### src/rtl/sparse_dispatch_pkg.sv
// Shared definitions for the sparse CSC dispatcher: width defaults,
// controller state encoding and the row-to-lane selection helper.
package sparse_dispatch_pkg;

  localparam int NUM_PU_DEF  = 4;
  localparam int D_WIDTH_DEF = 16;
  localparam int A_WIDTH_DEF = 4;
  localparam int W_WIDTH_DEF = 8;
  localparam int R_WIDTH_DEF = 6;

  // Lane index width; covers the largest supported lane count (16).
  localparam int SEL_W = 4;

  typedef enum logic [2:0] {
    S_IDLE   = 3'd0,
    S_RD_ACT = 3'd1,
    S_RD_P0  = 3'd2,
    S_RD_P1  = 3'd3,
    S_FETCH  = 3'd4,
    S_SEND   = 3'd5,
    S_DRAIN  = 3'd6,
    S_DONE   = 3'd7
  } state_t;

  // Lane owning a row: low log2(num_pu) bits of the row; 0 for a single lane.
  function automatic logic [SEL_W-1:0] lane_sel(input logic [31:0] row,
                                                input int unsigned num_pu);
    logic [31:0] mask;
    mask = num_pu - 1;
    return SEL_W'(row & mask);
  endfunction

endpackage

### src/rtl/sparse_dispatch_if.sv
// Lane-side bus between the dispatcher and the PU array: one-hot valid,
// per-lane ready, shared triple payload and per-lane idle status.
interface sparse_dispatch_if #(
  parameter int NUM_PU  = sparse_dispatch_pkg::NUM_PU_DEF,
  parameter int D_WIDTH = sparse_dispatch_pkg::D_WIDTH_DEF,
  parameter int R_WIDTH = sparse_dispatch_pkg::R_WIDTH_DEF
);
  logic [NUM_PU-1:0]  lane_valid;
  logic [NUM_PU-1:0]  lane_ready;
  logic [D_WIDTH-1:0] lane_weight;
  logic [D_WIDTH-1:0] lane_act;
  logic [R_WIDTH-1:0] lane_row;
  logic [NUM_PU-1:0]  pu_idle;

  modport master (
    output lane_valid, lane_weight, lane_act, lane_row,
    input  lane_ready, pu_idle
  );

  modport slave (
    input  lane_valid, lane_weight, lane_act, lane_row,
    output lane_ready, pu_idle
  );
endinterface

### src/rtl/sparse_dispatch_lane_mux.sv
// Row-to-lane steering: turns the current row into a one-hot valid vector
// and returns the ready of the selected lane.
module sparse_dispatch_lane_mux
  import sparse_dispatch_pkg::*;
#(
  parameter int NUM_PU  = NUM_PU_DEF,
  parameter int R_WIDTH = R_WIDTH_DEF
) (
  input  logic               i_en,
  input  logic [R_WIDTH-1:0] i_row,
  input  logic [NUM_PU-1:0]  i_ready,
  output logic [NUM_PU-1:0]  o_valid,
  output logic               o_ready
);

  logic [SEL_W-1:0] w_sel;

  // Decode the owning lane and gate valid/ready by the offer enable
  always_comb begin
    w_sel   = lane_sel(32'(i_row), NUM_PU);
    o_valid = '0;
    o_ready = 1'b0;
    for (int i = 0; i < NUM_PU; i++) begin
      if (w_sel == SEL_W'(i)) begin
        o_valid[i] = i_en;
        o_ready    = i_en & i_ready[i];
      end
    end
  end

endmodule

### src/rtl/sparse_dispatch.sv
// CSC sparse-matrix walker: reads activation, column pointers and v/z entries
// from 1-cycle-latency RAMs and offers (weight, act, row) triples to the lane
// owning each row, then waits for the PU array to settle before signalling done.
module sparse_dispatch
  import sparse_dispatch_pkg::*;
#(
  parameter int NUM_PU  = NUM_PU_DEF,
  parameter int D_WIDTH = D_WIDTH_DEF,
  parameter int A_WIDTH = A_WIDTH_DEF,
  parameter int W_WIDTH = W_WIDTH_DEF,
  parameter int R_WIDTH = R_WIDTH_DEF
) (
  input  logic               clk,
  input  logic               rst,
  input  logic               start,
  input  logic               skip_zero,
  input  logic [A_WIDTH-1:0] in_len,
  output logic [A_WIDTH-1:0] in_addr,
  input  logic [D_WIDTH-1:0] in_data,
  output logic [A_WIDTH:0]   p_addr,
  input  logic [W_WIDTH-1:0] p_data,
  output logic [W_WIDTH-1:0] vz_addr,
  input  logic [D_WIDTH-1:0] v_data,
  input  logic [R_WIDTH-1:0] z_data,
  sparse_dispatch_if.master  lane,
  output logic               busy,
  output logic               done
);

  state_t             r_state, w_next;
  logic [A_WIDTH-1:0] r_col, r_len;
  logic               r_skip, r_ph, r_idle_seen;
  logic [W_WIDTH-1:0] r_iter, r_pstart, r_end;
  logic [R_WIDTH-1:0] r_row_acc, r_row;
  logic [D_WIDTH-1:0] r_act, r_weight;

  logic               w_two_phase, w_zero_act, w_last_col, w_iter_last;
  logic               w_empty_col, w_accept, w_adv, w_offer;
  logic [R_WIDTH-1:0] w_next_row;

  // RAM reads take an address cycle (r_ph=0) then a capture cycle (r_ph=1)
  assign w_two_phase = (r_state == S_RD_ACT) || (r_state == S_RD_P1) || (r_state == S_FETCH);
  assign w_zero_act  = r_skip && (in_data == '0);
  assign w_last_col  = ({1'b0, r_col} + (A_WIDTH+1)'(1)) == {1'b0, r_len};
  assign w_iter_last = (r_iter + W_WIDTH'(1)) == r_end;
  assign w_empty_col = (p_data == r_pstart);
  assign w_next_row  = r_row_acc + R_WIDTH'(1) + z_data;
  assign w_offer     = (r_state == S_SEND);
  assign w_adv       = ((r_state == S_RD_ACT) && r_ph && w_zero_act) ||
                       ((r_state == S_RD_P1) && r_ph && w_empty_col) ||
                       (w_accept && w_iter_last);

  sparse_dispatch_lane_mux #(.NUM_PU(NUM_PU), .R_WIDTH(R_WIDTH)) u_mux (
    .i_en    (w_offer),
    .i_row   (r_row),
    .i_ready (lane.lane_ready),
    .o_valid (lane.lane_valid),
    .o_ready (w_accept)
  );

  // State register
  always_ff @(posedge clk) begin
    if (!rst) r_state <= S_IDLE;
    else      r_state <= w_next;
  end

  // Next-state logic: column walk, value fetch/send loop, drain and done
  always_comb begin
    w_next = r_state;
    case (r_state)
      S_IDLE:   if (start) w_next = (in_len == '0) ? S_DRAIN : S_RD_ACT;
      S_RD_ACT: if (r_ph) w_next = w_zero_act ? (w_last_col ? S_DRAIN : S_RD_ACT) : S_RD_P0;
      S_RD_P0:  w_next = S_RD_P1;
      S_RD_P1:  if (r_ph) w_next = w_empty_col ? (w_last_col ? S_DRAIN : S_RD_ACT) : S_FETCH;
      S_FETCH:  if (r_ph) w_next = S_SEND;
      S_SEND:   if (w_accept) w_next = w_iter_last ? (w_last_col ? S_DRAIN : S_RD_ACT) : S_FETCH;
      S_DRAIN:  if (r_idle_seen && (&lane.pu_idle)) w_next = S_DONE;
      S_DONE:   w_next = S_IDLE;
      default:  w_next = S_IDLE;
    endcase
  end

  // Outputs: RAM addresses per read state, payload only while offering
  always_comb begin
    in_addr          = '0;
    p_addr           = '0;
    vz_addr          = '0;
    lane.lane_weight = '0;
    lane.lane_act    = '0;
    lane.lane_row    = '0;
    busy             = (r_state != S_IDLE);
    done             = (r_state == S_DONE);
    case (r_state)
      S_RD_ACT: in_addr = r_col;
      S_RD_P0:  p_addr  = {1'b0, r_col};
      S_RD_P1:  p_addr  = {1'b0, r_col} + (A_WIDTH+1)'(1);
      S_FETCH:  vz_addr = r_iter;
      S_SEND: begin
        lane.lane_weight = r_weight;
        lane.lane_act    = r_act;
        lane.lane_row    = r_row;
      end
      default: ;
    endcase
  end

  // Control counters: column index, read phase, value iterator, row accumulator
  always_ff @(posedge clk) begin
    if (!rst) begin
      r_col       <= '0;
      r_len       <= '0;
      r_skip      <= 1'b0;
      r_ph        <= 1'b0;
      r_iter      <= '0;
      r_row_acc   <= '0;
      r_idle_seen <= 1'b0;
    end else begin
      r_ph        <= w_two_phase && !r_ph;
      r_idle_seen <= (r_state == S_DRAIN) && (&lane.pu_idle);
      if ((r_state == S_IDLE) && start) begin
        r_col  <= '0;
        r_len  <= in_len;
        r_skip <= skip_zero;
      end
      if (w_adv && !w_last_col) r_col <= r_col + A_WIDTH'(1);
      if ((r_state == S_RD_P1) && !r_ph) r_iter <= p_data;
      // Row accumulator starts at -1 so the first row equals its zero-run count
      if ((r_state == S_RD_P1) && r_ph) r_row_acc <= '1;
      if (w_accept) begin
        r_row_acc <= r_row;
        r_iter    <= r_iter + W_WIDTH'(1);
      end
    end
  end

  // Captured RAM data: activation, column bounds and the pending triple
  always_ff @(posedge clk) begin
    if ((r_state == S_RD_ACT) && r_ph) r_act <= in_data;
    if ((r_state == S_RD_P1) && !r_ph) r_pstart <= p_data;
    if ((r_state == S_RD_P1) && r_ph)  r_end <= p_data;
    if ((r_state == S_FETCH) && r_ph) begin
      r_row    <= w_next_row;
      r_weight <= v_data;
    end
  end

endmodule

### src/flat_wrapper.sv
// flat-port wrapper written by rule: the top's interface ports become plain ports
module sparse_dispatch_flat import sparse_dispatch_pkg::*;
#(
  parameter int NUM_PU  = NUM_PU_DEF,
  parameter int D_WIDTH = D_WIDTH_DEF,
  parameter int A_WIDTH = A_WIDTH_DEF,
  parameter int W_WIDTH = W_WIDTH_DEF,
  parameter int R_WIDTH = R_WIDTH_DEF
)
  (clk, rst, start, skip_zero, in_len, in_addr, in_data, p_addr, p_data, vz_addr, v_data, z_data, busy, done, lane_lane_valid, lane_lane_weight, lane_lane_act, lane_lane_row, lane_lane_ready, lane_pu_idle);
  sparse_dispatch_if #(.NUM_PU(NUM_PU), .D_WIDTH(D_WIDTH), .R_WIDTH(R_WIDTH)) lane_i ();
  input  logic clk;
  input  logic rst;
  input  logic start;
  input  logic skip_zero;
  input  logic [A_WIDTH-1:0] in_len;
  output logic [A_WIDTH-1:0] in_addr;
  input  logic [D_WIDTH-1:0] in_data;
  output logic [A_WIDTH:0] p_addr;
  input  logic [W_WIDTH-1:0] p_data;
  output logic [W_WIDTH-1:0] vz_addr;
  input  logic [D_WIDTH-1:0] v_data;
  input  logic [R_WIDTH-1:0] z_data;
  output logic busy;
  output logic done;
  output wire logic [$bits(lane_i.lane_valid)-1:0] lane_lane_valid;
  output wire logic [$bits(lane_i.lane_weight)-1:0] lane_lane_weight;
  output wire logic [$bits(lane_i.lane_act)-1:0] lane_lane_act;
  output wire logic [$bits(lane_i.lane_row)-1:0] lane_lane_row;
  input wire logic [$bits(lane_i.lane_ready)-1:0] lane_lane_ready;
  input wire logic [$bits(lane_i.pu_idle)-1:0] lane_pu_idle;
  assign lane_lane_valid = lane_i.lane_valid;
  assign lane_lane_weight = lane_i.lane_weight;
  assign lane_lane_act = lane_i.lane_act;
  assign lane_lane_row = lane_i.lane_row;
  assign lane_i.lane_ready = lane_lane_ready;
  assign lane_i.pu_idle = lane_pu_idle;
  sparse_dispatch #(.NUM_PU(NUM_PU), .D_WIDTH(D_WIDTH), .A_WIDTH(A_WIDTH), .W_WIDTH(W_WIDTH), .R_WIDTH(R_WIDTH)) u_core (.clk(clk), .rst(rst), .start(start), .skip_zero(skip_zero), .in_len(in_len), .in_addr(in_addr), .in_data(in_data), .p_addr(p_addr), .p_data(p_data), .vz_addr(vz_addr), .v_data(v_data), .z_data(z_data), .lane(lane_i), .busy(busy), .done(done));
endmodule
### config.mk
export PLATFORM = sky130hd
export DESIGN_NAME = sparse_dispatch_flat
export DESIGN_NICKNAME = d
export VERILOG_FILES = /design/src/rtl/sparse_dispatch_pkg.sv /design/src/rtl/sparse_dispatch_if.sv /design/src/rtl/sparse_dispatch_lane_mux.sv /design/src/rtl/sparse_dispatch.sv /design/src/flat_wrapper.sv
export SDC_FILE = /design/constraint.sdc
export NUM_CORES = 1
export LEC_CHECK = 0
export CAP_MARGIN = 20
export CORE_MARGIN = 1.5
export CORE_UTILIZATION = 35
export DETAILED_ROUTE_END_ITERATION = 6
export SLEW_MARGIN = 20
export SYNTH_ARGS = -nofsm -noshare
export SYNTH_HDL_FRONTEND = slang
export SYNTH_SLANG_ARGS = --single-unit
### constraint.sdc
create_clock -name clk -period 2.66 [get_ports clk]
set_input_delay 0.399 -clock clk [delete_from_list [all_inputs] [get_ports clk]]
set_output_delay 0.399 -clock clk [all_outputs]
set_load 0.01 [all_outputs]
==> metrics.txt <==
status completed; WL/cell 15.6 um; overall routing resource usage 0.173; first-pass GRT wire length 17500 um; initial DRC count 242; yosys warns 0; Placement Rows 40; Reg2Reg Depth 7; grt ovf 0; ys flop type edfxtp_1; CTS HTree Levels 3; port bufs 122; Syn-to-layout area delta 39.1%; EDFF count, synth 54; Hold-fix buffers, CTS 0; final net count 599; R2R setup slack 0.29 ns; Vias 3459; TritonCTS buffer count 9; # fillers 1156; FF-to-FF End u_core.r_state[1]; Cells after Synth 404; Crit. End Element output port; DP HPWL 8030 um; Power Dens Cells 664 nW/um2; cell taking the most area after synthesis edfxtp_1; DRT Pass-1 Iters 7; vias in the first global route 3375; wirelength, routed 10900 um; DIE HEIGHT 115 um; clock share of power 0.325; Leakage 0.00222 uW; worst vdd ir 0.387 mV; FF/Latch Area 2180 um2; Vias per Instance 4.93; most frequent cell after synthesis edfxtp_1; worst-skew pair later-pin latency 0.34 ns; Routed Antenna Nets 0; Die Wd 115 um; routability cong. 0.860; clock tree buffer depth 2; post-synth top area share 0.370; Area contributors post-synth edfxtp_1 (37%), dfxtp_1 (13%), and2_1 (6.1%), xnor2_1 (3.6%), nor2_1 (2.3%); Cell variety after synth 70; P_sw 1190 uW; initial antenna violation count 0; clock slew at reported path FFs 0.06 ns; proportion of layout cells with a drive suffix above 1 0.107; clock sink total 82; largest net degree at the start of global routing 31; sw frac 0.293; Slew HR 0.578; kind of critical path flop to output port; synthesized area per cell 10.8 um2; Post-Syn Area 4380 um2; HP Class flop to flop; Setup crit start kind flop; Internal Dissipation 2850 uW; Comb power frac 0.280; Initial Utilization 0.361; Design Area, Final 6090 um2; Std-Cell Core Area 12100 um2; Hold Crit Depth 2; die footprint 13200 um2; Remaining DRCs 0; WP data required 2.26 ns; Sequential Power Share 0.394; period utilization 0.937; synth cell count leaders edfxtp_1 (54), and2_1 (43), dfxtp_1 (28); Ports 123; setup TNS 0 ns; Async S/R FF share, synth 0; Seq cells post-synth 82; post-synthesis sequential area ratio 0.499; cell area after placement 5770 um2; Final Critical Period 2.49 ns; unrepaired setup endpoints after global routing false; Peak Freq 401 MHz; clk root buf clkbuf_16; ANT cells 0; Final Max Slew Viols 0; footprint of the multi-input gates 1990 um2; clock skew 0.00425 ns; setup violators final 0; max cap viols 0; Slew @ Worst Pin 0.627 ns; Mapped Nets 474; Final Hold Violating Endpoints 0; Hold Path Sink u_core.r_len[3]; crit-path max FO 12; hold path start u_core.r_len[3]; CTS tree done; RR Startpoint u_core.r_col[1]; WP data arrival 2.09 ns
[final cells by class]
| type | instances | area share |
|---|---|---|
| sequential | 82 | 0.359 |
| timing repair buffer | 141 | 0.224 |
| clock inverter | 5 | 0.0130 |
| clock buffer | 11 | 0.0382 |
| tap | 168 | 0.0345 |
| multi-input combinational | 287 | 0.326 |
| inverter | 8 | 0.00493 |
[metrics by stage]
stage	instances	hold slack (ns)	worst slack, ns	total power [uW]	utilization
floorplan	404	0.432	0.591	2310	-
global placement	686	0.455	0.0253	2720	0.476
detailed placement	686	0.461	0.104	2750	0.476
CTS	702	0.469	0.0354	4080	0.502
global route	702	0.500	0.0700	4250	0.502
finish	702	0.466	0.167	4040	0.502
[routing by layer]
layer,global-route usage,up-vias,part of all wire
met1,0.226,1624,0.46
met4,0.0683,0,0.014
met3,0.0395,10,0.054
met5,0,-,0
met2,0.282,110,0.48
li1,-,1715,-
[power groups by stage]
stage / clock (uW) / combinational, uW / sequential (uW)
finish: 1310 / 1130 / 1590
global route: 1410 / 1240 / 1610
CTS: 1350 / 1140 / 1590
detailed placement: 0 / 1130 / 1620
global placement: 0 / 1110 / 1610
floorplan: 0 / 758 / 1560
[flip-flops by register name, indices dropped and copies added (netlist names)]
register and count:
u_core.r_skip 1, u_core.r_pstart 8, u_core.r_row_acc 6, u_core.r_row 6, u_core.r_act 16, u_core.r_len 4
u_core.r_end 8, u_core.r_col 4, u_core.r_ph 1, u_core.r_state 3, u_core.r_iter 8, u_core.r_weight 16
u_core.r_idle_seen 1
[timing repair]
action                     4_1_cts  5_1_grt
buffers inserted                 0        0
setup endpoints to repair       10       31
gates resized for setup          1        2
[cell usage in the layout (no fill, tap or decap), types with 2 or more instances in the layout]
master           synthesis  layout
a211oi_1                 6       6
a21o_1                   5       5
a21oi_1                 18      18
a221oi_1                 4       4
and2_1                  43      43
and2b_2                  3       3
and3_1                  12      12
and3_2                   3       3
and3b_1                  3       2
and4_2                   2       2
buf_4                    0      19
bufinv_16                0       2
clkbuf_1                13       2
clkbuf_16                0       9
clkdlybuf4s50_1          0     122
clkinv_2                 0       2
dfxtp_1                 28      26
dfxtp_2                  0       2
edfxtp_1                54      54
ha_1                     7       7
inv_1                    7       7
mux2i_1                  5       5
nand2_1                 22      22
nand2b_1                 4       4
nand3_1                 13      13
nand4_1                  5       5
nor2_1                  27      27
nor2b_1                  5       5
nor3_1                  12      12
nor3b_1                  4       4
nor4_1                   7       7
o21ai_0                  7       7
o21ai_1                  3       3
or3_1                    2       2
xnor2_1                 18      18
xor2_1                  11      11
[kinds of logic after synthesis]
family                     count (synthesis)  share of synthesized area
AOI/OAI and AO/OA                         66                      0.113
xor gates and xnor gates                  30                     0.0617
adders and majority gates                  9                     0.0269
buffers and inverters                     35                     0.0480
DFF                                       82                      0.499
muxes                                      6                     0.0166
and+or+nand+nor                          176                      0.235
[worst max path at each step]
stage                         endpoint               from  slack [ns]
global placement       u_core.r_col[2]         in_data[1]        0.03
finish              lane_lane_valid[0]  u_core.r_state[2]        0.17
CTS                 lane_lane_valid[0]  u_core.r_state[2]        0.04
floorplan            u_core.r_state[1]    u_core.r_col[1]        0.59
detailed placement     u_core.r_col[2]         in_data[1]        0.10
global route        lane_lane_valid[0]  u_core.r_state[2]        0.07
[worst max-delay path: stages, from the launching register on]
cell             delay, ns
dfxtp_2               0.42
and2b_2               0.32
nand2_1               0.16
nor3_1                0.25
clkdlybuf4s50_1       0.60
Power figures use the tool's default switching activity.
